**config.mk**
```make
export PLATFORM = sky130hd
export DESIGN_NAME = midi_chan_event_decoder
export DESIGN_NICKNAME = d
export VERILOG_FILES = /design/src/rtl/midi_chan_event_decoder.sv
export SDC_FILE = /design/constraint.sdc
export NUM_CORES = 1
export LEC_CHECK = 0
export BUFFER_PORTS_ARGS = -buffer_cell sky130_fd_sc_hd__buf_2
export CAP_MARGIN = 20
export CORE_MARGIN = 8
export CORE_UTILIZATION = 59
export DETAILED_ROUTE_END_ITERATION = 16
export PLACE_DENSITY_LB_ADDON = 0.12
export SLEW_MARGIN = 20
export SYNTH_ARGS = -nofsm -noshare
export SYNTH_HDL_FRONTEND = slang
export SYNTH_SLANG_ARGS = --single-unit
```
**constraint.sdc**
```tcl
create_clock -name CLOCK_50 -period 6.95 [get_ports CLOCK_50]
set_input_delay 0.695 -clock CLOCK_50 [delete_from_list [all_inputs] [get_ports CLOCK_50]]
set_output_delay 0.695 -clock CLOCK_50 [all_outputs]
set_load 0.03 [all_outputs]
```
**src/rtl/midi_chan_event_decoder.sv**
```systemverilog
// Multi-channel MIDI channel-voice decoder with running status, event FIFO and per-channel pitch-bend registers.
// Define MIDICTL_REALTIME_EN to emit F8/FA/FB/FC real-time bytes as type-7 events.
module midi_chan_event_decoder #(
    parameter int NCH        = 16,
    parameter int FIFO_DEPTH = 16,
    parameter int AW         = 4
) (
    input  logic              CLOCK_50,
    input  logic              reset_reg_N,
    input  logic              byte_valid,
    input  logic [7:0]        byte_data,
    input  logic [3:0]        base_ch,
    output logic              evt_valid,
    input  logic              evt_ready,
    output logic [2:0]        evt_type,
    output logic [3:0]        evt_ch,
    output logic [6:0]        evt_num,
    output logic [13:0]       evt_val,
    output logic [NCH*14-1:0] pitch_bend,
    output logic [AW:0]       fifo_level,
    output logic              overflow,
    input  logic              ovf_clr
);

    typedef enum logic [1:0] {IDLE, DATA1, DATA2, SKIP} state_t;

    localparam logic [4:0] NCH_W = 5'(NCH);

    state_t      state, state_nxt;
    logic        rs_vld;
    logic [3:0]  rs_op;
    logic [3:0]  rs_ch;
    logic [6:0]  d1;

    logic        is_chst, is_sys, is_data, two_byte;
    logic        in_first;
    logic        take_d1, msg_done, accept, push, pb_we;
    logic [3:0]  rel;
    logic [2:0]  w_type;
    logic [3:0]  w_ch;
    logic [6:0]  w_num;
    logic [13:0] w_val;

    assign is_chst  = byte_valid & byte_data[7] & (byte_data[7:4] != 4'hF);
    assign is_sys   = byte_valid & (byte_data[7:3] == 5'b11110);
    assign is_data  = byte_valid & ~byte_data[7];
    assign two_byte = (rs_op != 4'hC) && (rs_op != 4'hD);
    assign in_first = (state == DATA1) || ((state == IDLE) && rs_vld);
    assign rel      = rs_ch - base_ch;
    assign accept   = ({1'b0, rel} < NCH_W);

    // Parser state register
    always_ff @(posedge CLOCK_50 or negedge reset_reg_N) begin
        if (!reset_reg_N) state <= IDLE;
        else              state <= state_nxt;
    end

    // Real-time bytes fall through every branch, so they never disturb the parser
    always_comb begin
        state_nxt = state;
        if (is_chst)
            state_nxt = DATA1;
        else if (is_sys)
            state_nxt = SKIP;
        else if (is_data) begin
            case (state)
                IDLE:    if (rs_vld) state_nxt = two_byte ? DATA2 : DATA1;
                DATA1:   state_nxt = two_byte ? DATA2 : DATA1;
                DATA2:   state_nxt = DATA1;
                default: state_nxt = SKIP;
            endcase
        end
    end

    always_comb begin
        take_d1  = is_data & in_first & two_byte;
        msg_done = is_data & ((state == DATA2) | (in_first & ~two_byte));
        push     = 1'b0;
        pb_we    = 1'b0;
        w_type   = 3'd0;
        w_ch     = rs_ch;
        w_num    = 7'd0;
        w_val    = 14'd0;
        case (rs_op)
            4'h8: begin w_type = 3'd0; w_num = d1; w_val = {7'd0, byte_data[6:0]}; end
            4'h9: begin
                w_type = (byte_data[6:0] == 7'd0) ? 3'd0 : 3'd1;
                w_num  = d1;
                w_val  = {7'd0, byte_data[6:0]};
            end
            4'hA: begin w_type = 3'd2; w_num = d1; w_val = {7'd0, byte_data[6:0]}; end
            4'hB: begin w_type = 3'd3; w_num = d1; w_val = {7'd0, byte_data[6:0]}; end
            4'hC: begin w_type = 3'd4; w_num = byte_data[6:0]; end
            4'hD: begin w_type = 3'd5; w_num = byte_data[6:0]; end
            4'hE: begin w_type = 3'd6; w_val = {byte_data[6:0], d1}; end
            default: w_type = 3'd0;
        endcase
        if (msg_done && accept) begin
            push  = 1'b1;
            pb_we = (rs_op == 4'hE);
        end
`ifdef MIDICTL_REALTIME_EN
        if (byte_valid && (byte_data == 8'hF8 || byte_data == 8'hFA ||
                           byte_data == 8'hFB || byte_data == 8'hFC)) begin
            push   = 1'b1;
            w_type = 3'd7;
            w_ch   = 4'd0;
            w_num  = byte_data[6:0];
            w_val  = 14'd0;
        end
`endif
    end

    always_ff @(posedge CLOCK_50 or negedge reset_reg_N) begin
        if (!reset_reg_N) begin
            rs_vld <= 1'b0;
            rs_op  <= 4'h0;
            rs_ch  <= 4'h0;
        end else if (is_chst) begin
            rs_vld <= 1'b1;
            rs_op  <= byte_data[7:4];
            rs_ch  <= byte_data[3:0];
        end else if (is_sys) begin
            rs_vld <= 1'b0;
        end
    end

    always_ff @(posedge CLOCK_50) begin
        if (take_d1) d1 <= byte_data[6:0];
    end

    // Pitch-bend slots indexed by window offset, centred at reset
    logic [13:0] pb [NCH];

    always_ff @(posedge CLOCK_50 or negedge reset_reg_N) begin
        if (!reset_reg_N) begin
            for (int i = 0; i < NCH; i++) pb[i] <= 14'h2000;
        end else if (pb_we) begin
            for (int i = 0; i < NCH; i++)
                if ({1'b0, rel} == 5'(i)) pb[i] <= w_val;
        end
    end

    for (genvar g = 0; g < NCH; g++) begin : g_pb
        assign pitch_bend[g*14 +: 14] = pb[g];
    end

    // Event FIFO: extra pointer bit distinguishes full from empty
    logic [27:0] mem [FIFO_DEPTH];
    logic [AW:0] wr_ptr, rd_ptr;
    logic        full, empty, pop, wr_en, drop;
    logic [27:0] head;

    assign empty = (wr_ptr == rd_ptr);
    assign full  = (wr_ptr[AW] != rd_ptr[AW]) && (wr_ptr[AW-1:0] == rd_ptr[AW-1:0]);
    assign pop   = ~empty & evt_ready;
    assign wr_en = push & (~full | pop);
    assign drop  = push & full & ~pop;

    always_ff @(posedge CLOCK_50 or negedge reset_reg_N) begin
        if (!reset_reg_N) begin
            wr_ptr   <= '0;
            rd_ptr   <= '0;
            overflow <= 1'b0;
        end else begin
            if (wr_en) wr_ptr <= wr_ptr + 1'b1;
            if (pop)   rd_ptr <= rd_ptr + 1'b1;
            if (drop)         overflow <= 1'b1;
            else if (ovf_clr) overflow <= 1'b0;
        end
    end

    always_ff @(posedge CLOCK_50) begin
        if (wr_en) mem[wr_ptr[AW-1:0]] <= {w_type, w_ch, w_num, w_val};
    end

    assign head       = mem[rd_ptr[AW-1:0]];
    assign evt_valid  = ~empty;
    assign evt_type   = evt_valid ? head[27:25] : 3'd0;
    assign evt_ch     = evt_valid ? head[24:21] : 4'd0;
    assign evt_num    = evt_valid ? head[20:14] : 7'd0;
    assign evt_val    = evt_valid ? head[13:0]  : 14'd0;
    assign fifo_level = wr_ptr - rd_ptr;

endmodule

```
# [Word-level counts from Yosys, hierarchy flattened]
# Memory sizes are Yosys's and may differ from the RTL's.
# Cells that the tools add are included.
[word_totals] reg_bits=253 latchBits=0 out_inout_bits=259 input_bits=17 ram_bits=448 romBits=0 memories=1 word_cells=131
[mem_list] memory="mem" words=16 word_bits=28 rd=1 rd_clocked_by_memory_dff=0 wr=1 line="149" source="logic [27:0] mem [FIFO_DEPTH];"
[op_classes] n_div=0 mux=22 bitwise=19 n_reduce_logical=29 magnitude_cmp=0 multipliers=0 eq_ne=32 add_sub_neg=4 shifts=0
[op_table] operator="== test 4 bit (second input constant)" n=15
[op_table] operator="AND reduction 2 bit" n=17
[op_table] operator="case mux 14 bit (2 select lines)" n=1
[op_table] operator="case mux 3 bit (6 select lines)" n=1
[op_table] operator="== test 4 x 3 -> 1 bit (second input constant)" n=4
[op_table] operator="inequality test 4 bit (second input constant)" n=4
[op_table] operator="two-way mux 14 bit" n=1
[op_table] operator="case mux 7 bit (2 select lines)" n=1
[op_table] operator="bitwise AND 1 bit" n=12
[op_table] operator="adder 5 x 1 -> 5 bit (second input constant)" n=2
[op_table] operator="two-way mux 2 bit" n=5
[op_table] operator="two-way mux 1 bit" n=9
[op_table] operator="== test 4 x 2 -> 1 bit (second input constant)" n=2
[op_table] operator="zero test 7 bit" n=1
[op_table] operator="two-way mux 7 bit" n=1
[op_table] operator="case mux 2 bit (3 select lines)" n=1
[op_table] operator="== test 5 bit" n=1
[op_table] operator="== test 5 bit (second input constant)" n=1
[op_table] operator="inverter 1 bit" n=5
[op_table] operator="subtractor 5 bit" n=1
[op_table] operator="== test 4 x 1 -> 1 bit (second input constant)" n=1
[op_table] operator="== test 4 bit" n=1
[op_table] operator="zero test 4 bit" n=1
[op_table] operator="two-way mux 4 bit" n=1
[op_table] operator="other kinds (13)" n=17

# [Depth between registers and ports, before layout]
[depth] word_depth=10 mapped_depth=10 ltp_nobuf=8

# [Worst setup path before layout]
# OpenSTA, ideal clock, no wires.
[synth_timing] path_kind="flip-flop to flip-flop" from="register rd_ptr[3]" to="memory mem[15][0], enable pin" slack_ns=1.666 t_arrival_ns=4.795 required_time_ns=6.460 path_stages_with_launch=8 synth_period_minus_slack_ns=5.284 path_cell_list="dfrtp_1 > clkinv_1 > clkbuf_1 > clkbuf_1 > ha_1 > nand4_1 > nor3_1 > nor4_1"
[synth_via] elab_chain_cells=7
[synth_rtl] element="start, declared" line="150" source="logic [AW:0] wr_ptr, rd_ptr;"
[synth_rtl] element="start signal, assigned" line="167" source="if (pop) rd_ptr <= rd_ptr + 1'b1;"
[synth_rtl] element="== test 5 bit or == test 4 bit (tied branches)" line="154, 155"
[synth_rtl] element="inverter 1 bit or logical AND 1 bit (tied branches)" line="156, 155"
[synth_rtl] element="bitwise AND 1 bit or inverter 1 bit (tied branches)" line="156, 157"
[synth_rtl] element="OR 1 bit (*)" line="157" source="assign wr_en = push & (~full | pop);"
[synth_rtl] element="bitwise AND 1 bit (*)" line="157"
[synth_rtl] element="two-way mux 1 bit (*)" line="174" source="if (wr_en) mem[wr_ptr[AW-1:0]] <= {w_type, w_ch, w_num, w_val};"
[synth_rtl] element="two-way mux 1 bit (implied by the code) (*)" line="174"
[synth_rtl] element="end, declared" line="149"
# Every way passes the cells marked *; elsewhere a longest branch is shown, timed or not.

# [Worst setup path after layout]
[layout_timing] from="register rd_ptr[1]" to="output evt_val[0]"
[layout_via] elab_chain_cells=2
[layout_rtl] element="memory read (16 x 28 bit) or == test 5 bit (tied branches)"
[layout_rtl] element="two-way mux 14 bit (*)" line="182" source="assign evt_val = evt_valid ? head[13:0] : 14'd0;"
[layout_rtl] element="end, declared" line="18" source="output logic [13:0] evt_val,"
# Marks and branches as above.

==> metrics.yaml <==
layout-drive-gt1-share_pct: 41.0
slew_headroom_pct: 27.3
insertion_delay_ps: 600
grt_pass1_wl_um: 100000
cp_max_fo: 64
initial_utilization_pct: 59.6
cts.sinks: 701
synthAdderAreaFrac_pct: 0.689
num_vias: 14300
setup_viol: 0
grtUsageTotal_pct: 25.2
required_ps: 6250
die_w_um: 232
leakagePower_uw: 0.0134
final.setup.worst_slack_ps: 2730
wirelength_um: 66900
overflow: 0
antenna_found_initial: 1
hold_viol_final: 0
synth_top_family_by_area: "multiplexers"
rows: 79
synth_xor_area_share_pct: 0.503
layout_common_cells: "455 x edfxtp_1, 274 x buf_2, 228 x dfrtp_1"
worstPathArrival_ps: 3530
synth_cells: 1407
tightest_slew_ps: 1090
crit_type: "flip-flop to output port"
synthesis.area_um2: 27600
slew_violations: 0
synth_compound_area_share_pct: 2.06
fin_crit_sh_pct: 60.7
cts_buffers: 70
dp_slack_ps: 3300
finish.utilization_pct: 69.2
power_per_cell_area_nw_per_um2: 359
startpoint_type: "flip-flop"
finalNetCount: 1739
grt_max_degree: 130
cts_root_buf: "clkbuf_16"
place_inst: 2243
slowest_stage: "dfrtp_4"
synthMuxAreaShare_pct: 20.5
area_delta_synth_final_pct: 16.2
synthFlopType: "edfxtp_1"
period_needed_ps: 4220
cts_buffer_depth: 3
final_common_cell: "edfxtp_1"
instances_no_fill: 2375
clk_pin_slew_worst_paths_ps: 70
gp_congestion: 0.813
synth_async_sr_flop_share_pct: 35.1
hold_path.class: "primary input to async pin"
path_cells: "buf_4, mux4_2, mux2i_1, o22ai_1, buf_2"
drc: 0
yosysSeqAreaShare_pct: 71.9
ys_warn_count: 0
cts_tree: "yes"
outcome: "finished clean"
tns_ps: 0
first_iter_violations: 955
fin_skew_ps: 25.7
ys_ff_latch: 701
fillers: 2995
slowest_delay_ps: 950
post_drt_wl_per_cell_um: 28.2
syn_area_per_cell_um2: 19.6
synth_cell_types: 63
detail-route-antenna-nets: 0
core_um2: 46400
dr.pass1.iters: 5
io_buffers: 275
post-cts-setup-buffer-count: 0
end_kind: "output port"
grt_pass1_vias: 15500
max_freq_ghz: 0.237
cts_hold_buffers: 0
maxCapViolCount: 0
post_cts_resized: 0
routed_via_density: 6.03
peakVddDrop_v: 0.000406
syn_nets: 1438
ff_latch_area_um2: 19800
die-height_um: 232
rsz0062_at_grt: "false"
ios: 276
h-tree-depth: 3
place_hpwl_um: 40200
die_area_um2: 54000
post_synth_and_or_nand_nor_area_fraction_pct: 2.83
synth_edf_count: 455
multi_input_comb_area_um2: 7450
[through the flow]
step / power, uW / hold slack (ps) / area [um2]
2_1_floorplan: 7000 / 399 / 27600
3_3_place_gp: 7910 / 463 / 29800
3_5_place_dp: 7940 / 470 / 29800
4_1_cts: 11600 / 239 / 32100
5_1_grt: 12000 / 304 / 32100
6_report: 11500 / 216 / 32100
[per-layer routing]
layer	vias to the layer above	part of all wire (%)	global-route usage (%)
met1	7643	41	33.5
li1	6146	-	-
met3	82	7.7	6.69
met5	-	0.14	1.01
met2	454	49	40.9
met4	4	2.1	7.14
[registers in the layout (all words and copies together) (netlist names)]
register	cells
overflow	1
rs_op	4
mem	448
pitch_bend	224
wr_ptr	5
rs_vld	1
state	2
rs_ch	4
rd_ptr	5
d1	7
[logic make-up (layout without fill, tap and decap cells)]
group | Yosys count | in the layout
compound gates | 74 | 74
xor+xnor | 15 | 15
fa+ha+maj | 14 | 14
buf+inv | 101 | 459
flops | 701 | 701
mux | 396 | 396
other cells | 0 | 3
simple gates | 106 | 106
[power breakdown]
part | total (uW) | internal (uW) | switching, uW
registers | 4800 | 4640 | 158
logic | 3010 | 1150 | 1870
clock network | 3720 | 2190 | 1530
[final timing paths]
kind | startpoint | endpoint | slack [ps] | depth (start not counted)
max | rd_ptr[1]$_DFFE_PN0P_ | evt_val[0] | 2730 | 5
min | reset_reg_N | pitch_bend[213]$_DFFE_PN0P_ | 220 | 1
max reg2reg | rd_ptr[1]$_DFFE_PN0P_ | mem[11][6]$_DFFE_PP_ | 3410 | 7
min reg2reg | pitch_bend[94]$_DFFE_PN0P_ | pitch_bend[94]$_DFFE_PN0P_ | 480 | 1
max in group asynchronous | reset_reg_N | pitch_bend[34]$_DFFE_PN0P_ | 5170 | 2
min in group CLOCK_50 | byte_valid | state[1]$_DFFE_PN0P_ | 350 | 2
[critical path, delay by kind of cell, from the launching register on]
family / cells / cell delay [ps]
flip-flops: 1 / 950
AO/OA/AOI/OAI: 1 / 330
buffers and inverters: 2 / 1120
multiplexers: 2 / 450
[cell usage after synthesis, drive strengths merged, types with 2 or more instances]
master  instances  area share, %
o22ai          28           0.63
o22a            3          0.095
or3             2          0.045
nor2           13           0.18
inv            14           0.19
a21o            4           0.11
a22o            7           0.22
nand2          13           0.18
nor2b          14           0.32
a21oi          12           0.27
nand2b          6           0.14
fa              2           0.15
dfrtp         230             21
clkbuf         47           0.64
o211ai          7           0.33
nand3           4           0.12
and4            3          0.095
a211oi          3           0.15
mux4          112            9.1
edfxtp        455             49
and4b           2          0.073
mux2          228            9.3
and2            7           0.16
xor2            4           0.13
nor4            8           0.40
xnor2          11           0.38
nand4          16           0.65
a21boi          3          0.082
buf            39           0.76
nand3b          3          0.095
o21ai           4          0.073
mux2i          56            2.0
ha             12           0.54
nor3           10           0.18
dfstp          16            1.5
[layout make-up]
cell class / instances / share of cell area [%]
multi-input cells: 605 / 23.2
diodes: 3 / 0.0234
clock inverters: 24 / 0.729
well taps: 607 / 2.37
repair buffers: 315 / 5.29
clock buffers: 105 / 6.36
inverters: 15 / 0.179
flip-flops and latches: 701 / 61.8
Power figures use the tool's default switching activity.
